**src/rtl/ps2_rx_frame_if.sv**
```systemverilog
// Line-side and decoded-output signals of the PS/2 receive path.
// master drives the raw lines and enable; slave is the receiver itself.
interface ps2_rx_frame_if;
  logic       ps2_clk;
  logic       ps2_data;
  logic       rx_en;
  logic [7:0] scan_code;
  logic       scan_valid;
  logic       is_break;
  logic       is_ext;
  logic       parity_err;
  logic       frame_err;

  modport master (
    output ps2_clk, ps2_data, rx_en,
    input  scan_code, scan_valid, is_break, is_ext, parity_err, frame_err
  );

  modport slave (
    input  ps2_clk, ps2_data, rx_en,
    output scan_code, scan_valid, is_break, is_ext, parity_err, frame_err
  );
endinterface

```
**src/rtl/ps2_rx_frame.sv**
```systemverilog
// PS/2 device-to-host receiver: line sync/de-glitch, 11-bit frame deserialiser with odd
// parity, and E0/F0 prefix folding into one qualified scan code per key event.
module ps2_rx_frame #(
  parameter int FILTER_LEN     = 8,
  parameter int TIMEOUT_CYCLES = 50000
) (
  input  logic          clk,
  input  logic          reset,
  ps2_rx_frame_if.slave bus
);

  typedef enum logic [1:0] {IDLE, DATA, PARITY, STOP} state_t;

  localparam int TW = $clog2(TIMEOUT_CYCLES + 1);
  localparam logic [TW-1:0] TLAST = TW'(TIMEOUT_CYCLES - 1);

  logic [1:0]            clk_sync, data_sync;
  logic [FILTER_LEN-1:0] hist;
  logic                  filt, filt_d;
  logic                  fall_tick, data_s;

  state_t        state_q, state_n;
  logic [2:0]    bitcnt_q, bitcnt_n;
  logic [7:0]    shift_q, shift_n;
  logic          par_ok_q, par_ok_n;
  logic [TW-1:0] tctr_q, tctr_n;
  logic          ext_q, ext_n, brk_q, brk_n;
  logic [7:0]    code_q, code_n;
  logic          valid_q, valid_n, isbrk_q, isbrk_n, isext_q, isext_n;
  logic          perr_q, perr_n, ferr_q, ferr_n;

  assign fall_tick = filt_d & ~filt;
  assign data_s    = data_sync[1];

  // Lines idle high, so the synchronisers and filter come out of reset at 1.
  always_ff @(posedge clk) begin
    if (reset) begin
      clk_sync  <= 2'b11;
      data_sync <= 2'b11;
      hist      <= '1;
      filt      <= 1'b1;
      filt_d    <= 1'b1;
    end else begin
      clk_sync  <= {clk_sync[0], bus.ps2_clk};
      data_sync <= {data_sync[0], bus.ps2_data};
      hist      <= {hist[FILTER_LEN-2:0], clk_sync[1]};
      if (&hist)
        filt <= 1'b1;
      else if (~|hist)
        filt <= 1'b0;
      filt_d    <= filt;
    end
  end

  always_ff @(posedge clk) begin
    if (reset) begin
      state_q  <= IDLE;
      bitcnt_q <= '0;
      shift_q  <= '0;
      par_ok_q <= 1'b0;
      tctr_q   <= '0;
      ext_q    <= 1'b0;
      brk_q    <= 1'b0;
      code_q   <= '0;
      valid_q  <= 1'b0;
      isbrk_q  <= 1'b0;
      isext_q  <= 1'b0;
      perr_q   <= 1'b0;
      ferr_q   <= 1'b0;
    end else begin
      state_q  <= state_n;
      bitcnt_q <= bitcnt_n;
      shift_q  <= shift_n;
      par_ok_q <= par_ok_n;
      tctr_q   <= tctr_n;
      ext_q    <= ext_n;
      brk_q    <= brk_n;
      code_q   <= code_n;
      valid_q  <= valid_n;
      isbrk_q  <= isbrk_n;
      isext_q  <= isext_n;
      perr_q   <= perr_n;
      ferr_q   <= ferr_n;
    end
  end

  // A stop-bit fall_tick takes priority over a coincident timeout.
  always_comb begin
    state_n  = state_q;
    bitcnt_n = bitcnt_q;
    shift_n  = shift_q;
    par_ok_n = par_ok_q;
    tctr_n   = tctr_q;
    ext_n    = ext_q;
    brk_n    = brk_q;
    code_n   = code_q;
    isbrk_n  = isbrk_q;
    isext_n  = isext_q;
    valid_n  = 1'b0;
    perr_n   = 1'b0;
    ferr_n   = 1'b0;

    if (!bus.rx_en) begin
      state_n = IDLE;
      tctr_n  = '0;
      ext_n   = 1'b0;
      brk_n   = 1'b0;
    end else if (state_q == IDLE) begin
      tctr_n = '0;
      if (fall_tick && !data_s) begin
        state_n  = DATA;
        bitcnt_n = '0;
      end
    end else if (fall_tick) begin
      tctr_n = '0;
      case (state_q)
        DATA: begin
          shift_n  = {data_s, shift_q[7:1]};
          bitcnt_n = bitcnt_q + 3'd1;
          if (bitcnt_q == 3'd7)
            state_n = PARITY;
        end
        PARITY: begin
          par_ok_n = ^{shift_q, data_s};
          state_n  = STOP;
        end
        STOP: begin
          state_n = IDLE;
          if (!data_s || !par_ok_q) begin
            ferr_n = !data_s;
            perr_n = data_s;
            ext_n  = 1'b0;
            brk_n  = 1'b0;
          end else if (shift_q == 8'hE0) begin
            ext_n = 1'b1;
          end else if (shift_q == 8'hF0) begin
            brk_n = 1'b1;
          end else begin
            code_n  = shift_q;
            isbrk_n = brk_q;
            isext_n = ext_q;
            valid_n = 1'b1;
            ext_n   = 1'b0;
            brk_n   = 1'b0;
          end
        end
        default: state_n = IDLE;
      endcase
    end else if (tctr_q == TLAST) begin
      ferr_n  = 1'b1;
      state_n = IDLE;
      tctr_n  = '0;
      ext_n   = 1'b0;
      brk_n   = 1'b0;
    end else begin
      tctr_n = tctr_q + TW'(1);
    end
  end

  assign bus.scan_code  = code_q;
  assign bus.scan_valid = valid_q;
  assign bus.is_break   = isbrk_q;
  assign bus.is_ext     = isext_q;
  assign bus.parity_err = perr_q;
  assign bus.frame_err  = ferr_q;

endmodule

```
**src/flat_wrapper.sv**
```systemverilog
// flat-port wrapper written by rule: the top's interface ports become plain ports
module ps2_rx_frame_flat 
#(
  parameter int FILTER_LEN     = 8,
  parameter int TIMEOUT_CYCLES = 50000
)
  (clk, reset, bus_ps2_clk, bus_ps2_data, bus_rx_en, bus_scan_code, bus_scan_valid, bus_is_break, bus_is_ext, bus_parity_err, bus_frame_err);
  ps2_rx_frame_if bus_i ();
  input  logic clk;
  input  logic reset;
  input wire logic [$bits(bus_i.ps2_clk)-1:0] bus_ps2_clk;
  input wire logic [$bits(bus_i.ps2_data)-1:0] bus_ps2_data;
  input wire logic [$bits(bus_i.rx_en)-1:0] bus_rx_en;
  output wire logic [$bits(bus_i.scan_code)-1:0] bus_scan_code;
  output wire logic [$bits(bus_i.scan_valid)-1:0] bus_scan_valid;
  output wire logic [$bits(bus_i.is_break)-1:0] bus_is_break;
  output wire logic [$bits(bus_i.is_ext)-1:0] bus_is_ext;
  output wire logic [$bits(bus_i.parity_err)-1:0] bus_parity_err;
  output wire logic [$bits(bus_i.frame_err)-1:0] bus_frame_err;
  assign bus_i.ps2_clk = bus_ps2_clk;
  assign bus_i.ps2_data = bus_ps2_data;
  assign bus_i.rx_en = bus_rx_en;
  assign bus_scan_code = bus_i.scan_code;
  assign bus_scan_valid = bus_i.scan_valid;
  assign bus_is_break = bus_i.is_break;
  assign bus_is_ext = bus_i.is_ext;
  assign bus_parity_err = bus_i.parity_err;
  assign bus_frame_err = bus_i.frame_err;
  ps2_rx_frame #(.FILTER_LEN(FILTER_LEN), .TIMEOUT_CYCLES(TIMEOUT_CYCLES)) u_core (.clk(clk), .reset(reset), .bus(bus_i));
endmodule
```
**config.mk**
```make
export PLATFORM = sky130hd
export DESIGN_NAME = ps2_rx_frame_flat
export DESIGN_NICKNAME = d
export VERILOG_FILES = /design/src/rtl/ps2_rx_frame_if.sv /design/src/rtl/ps2_rx_frame.sv /design/src/flat_wrapper.sv
export SDC_FILE = /design/constraint.sdc
export NUM_CORES = 1
export LEC_CHECK = 0
export BUFFER_PORTS_ARGS = -buffer_cell sky130_fd_sc_hd__buf_2
export CAP_MARGIN = 20
export CORE_ASPECT_RATIO = 0.5
export CORE_MARGIN = 8
export CORE_UTILIZATION = 50
export DETAILED_ROUTE_END_ITERATION = 10
export HOLD_SLACK_MARGIN = 0.02
export PLACE_DENSITY = 0.66
export SKIP_LAST_GASP = 1
export SYNTH_ARGS = -nofsm -noshare
export SYNTH_HDL_FRONTEND = slang
export SYNTH_SLANG_ARGS = --single-unit
```
**constraint.sdc**
```tcl
create_clock -name clk -period 2.25 [get_ports clk]
set_input_delay 0.45 -clock clk [delete_from_list [all_inputs] [get_ports clk]]
set_output_delay 0.45 -clock clk [all_outputs]
set_load 0.01 [all_outputs]
```
==> out/summary.txt, run 1 <==
Logic pwr share -> 0.014
sum of met3 wire segment lengths after detailed routing -> 235 um
Worst EP required -> 2460 ps
total iterations of the first detailed-routing run -> 4
synth-to-layout area growth -> 12.26%
die height -> 66 um
Internal Power -> 1455 uW
commonest register cell after synthesis -> sky130_fd_sc_hd__dfxtp_1
fraction of final layout cells with drive strength greater than 1 -> 0.2120
power consumption -> 1860 uW
routed length on met2 -> 1960 um
MaxCap Viol Count -> 0
Clk Tree Root Cell -> sky130_fd_sc_hd__clkbuf_8
Syn Std Cell Area -> 2500 um^2
fraction of registers with async set/reset -> 0
DRC -> 0
Pins Over Slew Limit -> 0
core outline area -> 4865 um^2
top routing layer used -> met4
number of antenna violations at the first check in global routing -> 0
worst vdd ir -> 0.2711 mV
Post-Route Setup TNS -> 0 ps
TritonCTS clock tree -> done
Post-CTS Setup Inserts -> 0
net count of the finished layout -> 290
area fraction in and, or, nand and nor cells after synthesis -> 0.2553
EDFF count, synth -> 0
filler-free cell count of the finished design -> 353
final clock skew -> 5.303 ps
commonest non-fill, non-tap cell in the layout -> sky130_fd_sc_hd__dfxtp_1
share of synthesized cell area in full adder, half adder and majority cells -> 0.03504
maximum number of pins on one net before global-route repair -> 38
Total Routing Usage GR -> 0.1235
critical path arrival -> 2080 ps
HPWL Detailed -> 2996 um
LEAKAGE -> 0.001160 uW
Remaining Overflow, GRT -> 0
complex-gate fraction of the synthesized area -> 0.05806
reg-to-reg setup timing slack -> 380 ps
total clock sinks -> 59
Final Hold Viols -> 0
Die ar. -> 7656 um^2
net count after synthesis -> 267
average via count per standard cell -> 5.014
antenna diode count -> 0
crit path time final -> 1869 ps
status -> finished clean
cell depth of the worst hold path -> 2
Antenna Violating Nets Remaining -> 0
WS Path Type -> flip-flop to flip-flop
gate count after technology mapping -> 255
Port Buffer Count -> 17
fmax -> 0.5350 GHz
number of instances resized during post-cts repair -> 0
path type of the worst min-delay path -> primary input to flip-flop
violation count after the first detailed-route iteration -> 105
count of different cell masters after synthesis -> 40
fin crit share -> 0.8307
fill cell instance count of the final layout -> 442
count of cells along the worst register-to-register path -> 7
critical path capture point type -> flip-flop
placed cell count -> 337
number of global-route vias before repair -> 1683
relative contribution of the clock network to total power -> 0.420
count of H-tree levels built during CTS -> 3
multiplexer area fraction after synthesis -> 0.06056
number of synthesis warnings -> 0
per-instance average area after synthesis -> 9.804 um^2
CTS clock-pin slew for the worst setup and hold paths -> 60 ps
Horiz. Die Dim -> 116.0 um
leading cell types in the layout, fill and taps excluded -> sky130_fd_sc_hd__dfxtp_1 (59), sky130_fd_sc_hd__nor2_1 (30), sky130_fd_sc_hd__buf_2 (17)
proportion of power drawn by flip-flops and latches -> 0.565
Switch Pwr -> 405.3 uW
Clk Latency, worst-skew pair -> 340 ps
clock buffers created by TritonCTS -> 9
effective utilization at floorplan -> 0.5139
Worst Max-Slew Pin Slew -> 522.1 ps
highest fanout seen on the critical path -> 11
first-pass GRT wire length -> 7327 um
I/O pin count -> 18
final setup fails -> 0
XOR/XNOR Fraction of Synth Area -> 0.07908
largest family of logic cells by synthesized area -> simple AND/OR/NAND/NOR gates
Via Count -> 1770
final estimated routing congestion in global placement -> 0.8703
Hold Buf Count CTS -> 0
total wirelength of the detailed-routed design -> 4311 um
part of the Yosys area used for sequential elements -> 0.4725
PwrDens -> 662.8 nW/um^2
average wire per standard cell -> 12.21 um
Max Buffers Root-to-Sink -> 2
setup repair after global routing missed its margin -> false
switching power share of the total -> 0.2179
relative slew slack -> 0.6519
Row Count -> 18
wire length on met1 -> 2064 um
kind of launch point of the worst setup path -> flip-flop
#FFs+latches synth -> 59
power groups by stage:
| stage | registers, uW | logic (uW) | clock network (uW) |
|---|---|---|---|
| after floorplan | 1070 | 18.3 | 0 |
| after CTS | 1050 | 27.1 | 806 |
| final | 1050 | 26.6 | 782 |
| after global placement | 1070 | 26.6 | 0 |
| after detailed placement | 1070 | 26.7 | 0 |
| after global routing | 1050 | 29.6 | 845 |
layout make-up:
| class | count | area [um^2] | share of cell area |
|---|---|---|---|
| inverters | 11 | 41.29 | 0.01471 |
| multi-input cells | 175 | 1220 | 0.4347 |
| repair buffers | 22 | 122.6 | 0.04369 |
| clock buffers | 13 | 138.9 | 0.04949 |
| flip-flops and latches | 59 | 1181 | 0.4209 |
| well taps | 70 | 87.58 | 0.03121 |
| clock inverters | 3 | 15.01 | 0.005350 |
registers in the layout, summed over array words and instances (netlist names), 2 cells and up:
register and cells:
u_core.tctr_q 16, u_core.bus.scan_code 8, u_core.hist 8, u_core.shift_q 8, u_core.bitcnt_q 3, u_core.clk_sync 2
u_core.data_sync 2, u_core.state_q 2
Yosys cell counts (7+ instances only):
cell type	count	area share
sky130_fd_sc_hd__nor2_1	30	0.045
sky130_fd_sc_hd__nor2_4	8	0.036
sky130_fd_sc_hd__xnor2_1	12	0.042
sky130_fd_sc_hd__dfxtp_1	59	0.47
sky130_fd_sc_hd__a21oi_1	9	0.018
sky130_fd_sc_hd__clkbuf_1	7	0.011
sky130_fd_sc_hd__nand2_1	10	0.015
sky130_fd_sc_hd__or2_2	13	0.033
sky130_fd_sc_hd__nand3_1	14	0.028
sky130_fd_sc_hd__inv_1	11	0.017
sky130_fd_sc_hd__mux2i_1	14	0.056
sky130_fd_sc_hd__ha_1	7	0.035
sky130_fd_sc_hd__and3_1	8	0.020
sky130_fd_sc_hd__xor2_1	8	0.028
per-stage QoR:
| step | setup WS (ps) | hold WS (ps) | utilization | cell area [um^2] |
|---|---|---|---|---|
| after floorplan | 423.1 | 389.5 | - | 2500 |
| after global routing | 225.0 | 292.0 | 0.5769 | 2806 |
| after detailed placement | 334.5 | 397.7 | 0.5453 | 2653 |
| after CTS | 351.5 | 283.5 | 0.5769 | 2806 |
| final | 380.9 | 299.0 | 0.5769 | 2806 |
| after global placement | 425.8 | 393.8 | 0.5453 | 2653 |
critical path, cell delays in order, from the launching register on:
cell                       delay [ps]
sky130_fd_sc_hd__dfxtp_1          380
sky130_fd_sc_hd__inv_1             80
sky130_fd_sc_hd__ha_1             310
sky130_fd_sc_hd__nand4b_1         210
sky130_fd_sc_hd__nor2_1           140
sky130_fd_sc_hd__nand2b_1         310
sky130_fd_sc_hd__mux2i_1          260
sky130_fd_sc_hd__nor2_1            50
cell families after synthesis:
kind of cell,after synthesis
AND/OR/NAND/NOR,110
flip-flops,59
XOR/XNOR,21
buffers and inverters,21
multiplexers,15
AO/OA/AOI/OAI,22
adder cells (fa/ha/maj),7
routing by layer:
| layer | track usage | vias up |
|---|---|---|
| li1 | - | 905 |
| met1 | 0.1300 | 833 |
| met2 | 0.2067 | 24 |
| met3 | 0.06648 | 8 |
| met4 | 0.04800 | 0 |
| met5 | 0 | - |
path summary, 6_finish.rpt:
check	to	start
max	u_core.bus.scan_code[4]	u_core.state_q[0]
min	u_core.clk_sync[0]	bus_ps2_clk
max reg2reg	u_core.bus.scan_code[4]	u_core.state_q[0]
min reg2reg	u_core.clk_sync[1]	u_core.clk_sync[0]
Note: power is estimated with default switching activity, not from simulation.
==> run 2: changes to the inputs <==
==> constraint.sdc (replaced) <==
create_clock -name clk -period 1.8 [get_ports clk]
set_input_delay 0.36 -clock clk [delete_from_list [all_inputs] [get_ports clk]]
set_output_delay 0.36 -clock clk [all_outputs]
set_load 0.01 [all_outputs]
==> out/summary.txt, run 2 (synthesis gave the netlist of run 1 again) <==
status -> finished clean
critical path arrival -> 1940 ps
count of cells along the worst register-to-register path -> 7
final setup fails -> 0
Sequential cell area -> 1181 um^2
worst vdd ir -> 0.4893 mV
DRC -> 0
LEAKAGE -> 0.001262 uW
clock buffers created by TritonCTS -> 9
cell depth of the worst hold path -> 2
TritonCTS clock tree -> done
Die ar. -> 7656 um^2
path type of the worst min-delay path -> primary input to flip-flop
total clock sinks -> 59
Row Count -> 18
crit path time final -> 1706 ps
leading cell types in the layout, fill and taps excluded -> sky130_fd_sc_hd__dfxtp_1 (59), sky130_fd_sc_hd__nor2_1 (29), sky130_fd_sc_hd__buf_2 (17)
number of global-route vias before repair -> 1759
commonest non-fill, non-tap cell in the layout -> sky130_fd_sc_hd__dfxtp_1
relative slew slack -> 0.7632
final clock skew -> 7.077 ps
kind of launch point of the worst setup path -> flip-flop
HPWL Detailed -> 3234 um
fill cell instance count of the final layout -> 419
post-place instance area -> 2728 um^2
MaxCap Viol Count -> 0
PwrDens -> 955.3 nW/um^2
total iterations of the first detailed-routing run -> 5
first-pass GRT wire length -> 8010 um
Critical R2R Capture -> u_core.bus.scan_code[7]
Horiz. Die Dim -> 116.0 um
Clk Tree Root Cell -> sky130_fd_sc_hd__clkbuf_8
Worst Max-Slew Pin Slew -> 351.9 ps
fin crit share -> 0.9475
fraction of final layout cells with drive strength greater than 1 -> 0.2662
Final Hold Viols -> 0
power consumption -> 2884 uW
beginning of the worst hold path -> bus_ps2_clk
total wirelength of the detailed-routed design -> 4592 um
maximum number of pins on one net before global-route repair -> 24
antenna diode count -> 0
footprint of the multi-input gates -> 1239 um^2
Pins Over Slew Limit -> 0
flip-flop count of the largest register after layout -> 16
net count of the finished layout -> 300
setup repair after global routing missed its margin -> true
final estimated routing congestion in global placement -> 0.8447
critical path capture point type -> flip-flop
Remaining Overflow, GRT -> 0
die height -> 66 um
average via count per standard cell -> 5.052
Antenna Violating Nets Remaining -> 0
count of H-tree levels built during CTS -> 3
average wire per standard cell -> 12.65 um
launch point of the worst reg-to-reg path -> u_core.state_q[1]
Total Routing Usage GR -> 0.1343
Clk Latency, worst-skew pair -> 330 ps
Max Buffers Root-to-Sink -> 2
core outline area -> 4865 um^2
Worst EP required -> 2030 ps
effective utilization at floorplan -> 0.5139
violation count after the first detailed-route iteration -> 114
highest fanout seen on the critical path -> 7
Worst Hold Endpoint -> u_core.clk_sync[0]
CTS clock-pin slew for the worst setup and hold paths -> 70 ps
number of antenna violations at the first check in global routing -> 0
Reg with most FFs -> u_core.tctr_q
I/O pin count -> 18
fmax -> 0.5863 GHz
reg-to-reg setup timing slack -> 90 ps
Port Buffer Count -> 17
Final Instance Area -> 3019 um^2
WS Path Type -> flip-flop to flip-flop
synth-to-layout area growth -> 20.77%
Via Count -> 1834
-- run 2: changes by cell type in the layout (fill, tap and decap cells not counted), moves of 2 or more --
| cell | before | now |
|---|---|---|
| sky130_fd_sc_hd__buf_4 | 5 | 14 |
| sky130_fd_sc_hd__clkbuf_1 | 4 | 0 |
| sky130_fd_sc_hd__bufinv_16 | 0 | 3 |
| sky130_fd_sc_hd__clkbuf_8 | 9 | 12 |
| sky130_fd_sc_hd__clkinv_2 | 3 | 1 |
-- run 2: critical path, stage by stage (launching register included) --
cell	delay (ps)
sky130_fd_sc_hd__dfxtp_1	390
sky130_fd_sc_hd__inv_1	90
sky130_fd_sc_hd__ha_1	280
sky130_fd_sc_hd__nand4b_1	220
sky130_fd_sc_hd__nor2_2	140
sky130_fd_sc_hd__nand2b_1	90
sky130_fd_sc_hd__buf_4	170
sky130_fd_sc_hd__a221oi_1	250
-- run 2: layout make-up --
class / instances / share of cell area
Multi-Input combinational cell: 175 / 0.4103
Sequential cell: 59 / 0.3912
Timing Repair Buffer: 32 / 0.06962
Clock buffer: 12 / 0.05470
Clock inverter: 4 / 0.03150
Tap cell: 70 / 0.02901
Inverter: 11 / 0.01368
-- run 2: worst max path at each step --
stage | start | end | slack (ps) | cells past startpoint
final | u_core.state_q[1] | u_core.bus.scan_code[7] | 90 | 7
after global routing | u_core.state_q[1] | u_core.bus.scan_code[4] | -8 | 8
after CTS | u_core.state_q[0] | u_core.tctr_q[3] | 70 | 4
after global placement | u_core.tctr_q[0] | u_core.tctr_q[3] | 60 | 5
after floorplan | u_core.tctr_q[0] | u_core.tctr_q[9] | 3 | 7
after detailed placement | u_core.tctr_q[0] | u_core.tctr_q[3] | 4 | 5
-- run 2: timing repair --
item,CTS,global route
resized for setup,0,2
buffers inserted,0,1
endpoints found under the setup margin,5,9
pin swaps,1,0
hold buffers,0,0
-- run 2: routing by layer --
metal | vias to the layer above | GRT usage | routed length, um
met5 | - | 0 | 0
met4 | 0 | 0.05280 | 88
met3 | 13 | 0.06284 | 257
met2 | 31 | 0.2217 | 2094
met1 | 865 | 0.1490 | 2152
li1 | 925 | - | -
-- run 2: metrics by stage --
step	hold WS [ps]	util	cells	setup TNS, ps	setup slack (ps)
global placement	392.6	0.5607	346	0	59.79
CTS	202.6	0.6142	362	0	73.67
finish	214.0	0.6206	363	0	94.46
floorplan	389.5	-	255	0	3.235
detailed placement	393.3	0.5607	346	0	3.582
global route	203.8	0.6206	363	-17.44	-8.238
-- run 2: power by group --
part	total (uW)	internal [uW]	switching, uW
logic	37.3	16.0	21.3
clock network	1530	1030	502
registers	1310	1310	2.90
==> run 3: changes to the inputs <==
--- a/config.mk
+++ b/config.mk
@@ -12,8 +12,10 @@
 export CORE_UTILIZATION = 50
 export DETAILED_ROUTE_END_ITERATION = 10
 export HOLD_SLACK_MARGIN = 0.02
+export MAX_ROUTING_LAYER = met4
 export PLACE_DENSITY = 0.66
 export SKIP_LAST_GASP = 1
 export SYNTH_ARGS = -nofsm -noshare
 export SYNTH_HDL_FRONTEND = slang
 export SYNTH_SLANG_ARGS = --single-unit
+export TNS_END_PERCENT = 1
==> out/summary.txt, run 3 (synthesis gave the netlist of run 1 again) <==
HPWL Detailed -> 3177 um
DRC -> 0
Worst EP required -> 2070 ps
Via Count -> 1804
number of antenna violations at the first check in global routing -> 0
Port Buffer Count -> 17
maximum number of pins on one net before global-route repair -> 24
clock buffers created by TritonCTS -> 9
effective utilization at floorplan -> 0.5139
slowest stage cell, crit path -> sky130_fd_sc_hd__or4_4
average via count per standard cell -> 4.997
final setup fails -> 0
MaxCap Viol Count -> 0
TritonCTS clock tree -> done
Max Buffers Root-to-Sink -> 2
I/O pin count -> 18
fin crit share -> 0.9880
crit path time final -> 1778 ps
final clock skew -> 5.095 ps
post-place instance area -> 2715 um^2
Remaining Overflow, GRT -> 0
met2 usage in global routing -> 0.2189
first-pass GRT wire length -> 7879 um
leading cell types in the layout, fill and taps excluded -> sky130_fd_sc_hd__dfxtp_1 (59), sky130_fd_sc_hd__nor2_1 (29), sky130_fd_sc_hd__buf_2 (17)
number of global-route vias before repair -> 1785
highest fanout seen on the critical path -> 16
met3 track utilization from global routing -> 0.07559
Pins Over Slew Limit -> 0
Worst Max-Slew Pin Slew -> 452.1 ps
count of cells along the worst register-to-register path -> 5
Total Routing Usage GR -> 0.1371
average wire per standard cell -> 12.56 um
met1 track utilization from global routing -> 0.1434
number of buffer and inverter stages on the critical path -> 0
Horiz. Die Dim -> 116.0 um
power consumption -> 2599 uW
fraction of final layout cells with drive strength greater than 1 -> 0.2543
violation count after the first detailed-route iteration -> 154
Post-Route Setup TNS -> 0 ps
antenna diode count -> 0
PwrDens -> 886.1 nW/um^2
stage delay of the slowest cell on the critical path -> 670 ps
cell depth of the worst hold path -> 2
global-route layer with the greatest usage -> met2
Reg with most FFs -> u_core.tctr_q
Final Hold Viols -> 0
stages on the worst setup path -> 5
net count of the finished layout -> 298
Row Count -> 18
cells along the critical path -> ha_1 -> and3_1 -> and4_4 -> or4_4 -> nor2_1
die height -> 66 um
total wirelength of the detailed-routed design -> 4535 um
setup repair after global routing missed its margin -> true
total iterations of the first detailed-routing run -> 4
Hold Buf Count CTS -> 0
count of H-tree levels built during CTS -> 3
synth-to-layout area growth -> 17.32%
critical path capture point type -> flip-flop
commonest non-fill, non-tap cell in the layout -> sky130_fd_sc_hd__dfxtp_1
status -> finished clean
fmax -> 0.5623 GHz
path type of the worst min-delay path -> primary input to flip-flop
Antenna Violating Nets Remaining -> 0
final estimated routing congestion in global placement -> 0.8390
core outline area -> 4865 um^2
flip-flop count of the largest register after layout -> 16
Final Hold Slack -> 201.2 ps
relative slew slack -> 0.6980
PnR worst setup slack -> 21.61 ps
critical path arrival -> 2050 ps
kind of launch point of the worst setup path -> flip-flop
CTS clock-pin slew for the worst setup and hold paths -> 60 ps
WS Path Type -> flip-flop to flip-flop
Clk Latency, worst-skew pair -> 340 ps
worst vdd ir -> 0.4030 mV
pre-CTS setup slack -> -8.336 ps
cell family contributing the most delay on the critical path -> simple AND/OR/NAND/NOR gates
total clock sinks -> 59
Clk Tree Root Cell -> sky130_fd_sc_hd__clkbuf_8
Final Instance Area -> 2933 um^2
LEAKAGE -> 0.001226 uW
Die ar. -> 7656 um^2
==> run 3: cell types whose count changed in the layout (fill, tap and decap cells not counted), sizes merged <==
| cell | delta |
|---|---|
| clkinv | +1 |
| buf | -2 |
| bufinv | -2 |
| clkinvlp | +1 |
==> run 3: routing by layer <==
metal  share of wire  up-vias
li1                -      924
met1            0.47      849
met2            0.47       24
met3           0.055        7
met4           0.011        0
met5               0        -
==> run 3: cell type report <==
cell class,count,area [um^2]
Timing Repair Buffer,30,182.7
Fill cell,430,1932
Sequential cell,59,1181
Clock buffer,12,165.2
Clock inverter,4,47.55
Inverter,11,41.29
Tap cell,70,87.58
Multi-Input combinational cell,175,1227
==> run 3: report_power, final <==
group / total (uW) / internal [uW] / switching (uW)
clock: 1250 / 747 / 502
combinational: 35.2 / 15.0 / 20.2
sequential: 1310 / 1310 / 3.48
==> run 3: worst paths after layout <==
check / startpoint / end / slack (ps)
setup / recovery: u_core.tctr_q[0] / u_core.tctr_q[3] / 20
hold / removal: bus_ps2_clk / u_core.clk_sync[0] / 200
setup reg to reg: u_core.tctr_q[0] / u_core.tctr_q[3] / 20
hold reg to reg: u_core.clk_sync[0] / u_core.clk_sync[1] / 410
==> run 3: what timing repair did <==
item                       in CTS  in global routing
setup endpoints to repair       3                 29
buffers inserted                0                  0
gates resized for setup         0                  1
pin swaps                       1                  0
==> run 3: through the flow <==
step / utilization / std cells
detailed placement: 0.5581 / 345
global route: 0.6029 / 361
CTS: 0.6019 / 361
finish: 0.6029 / 361
floorplan: - / 255
global placement: 0.5581 / 345
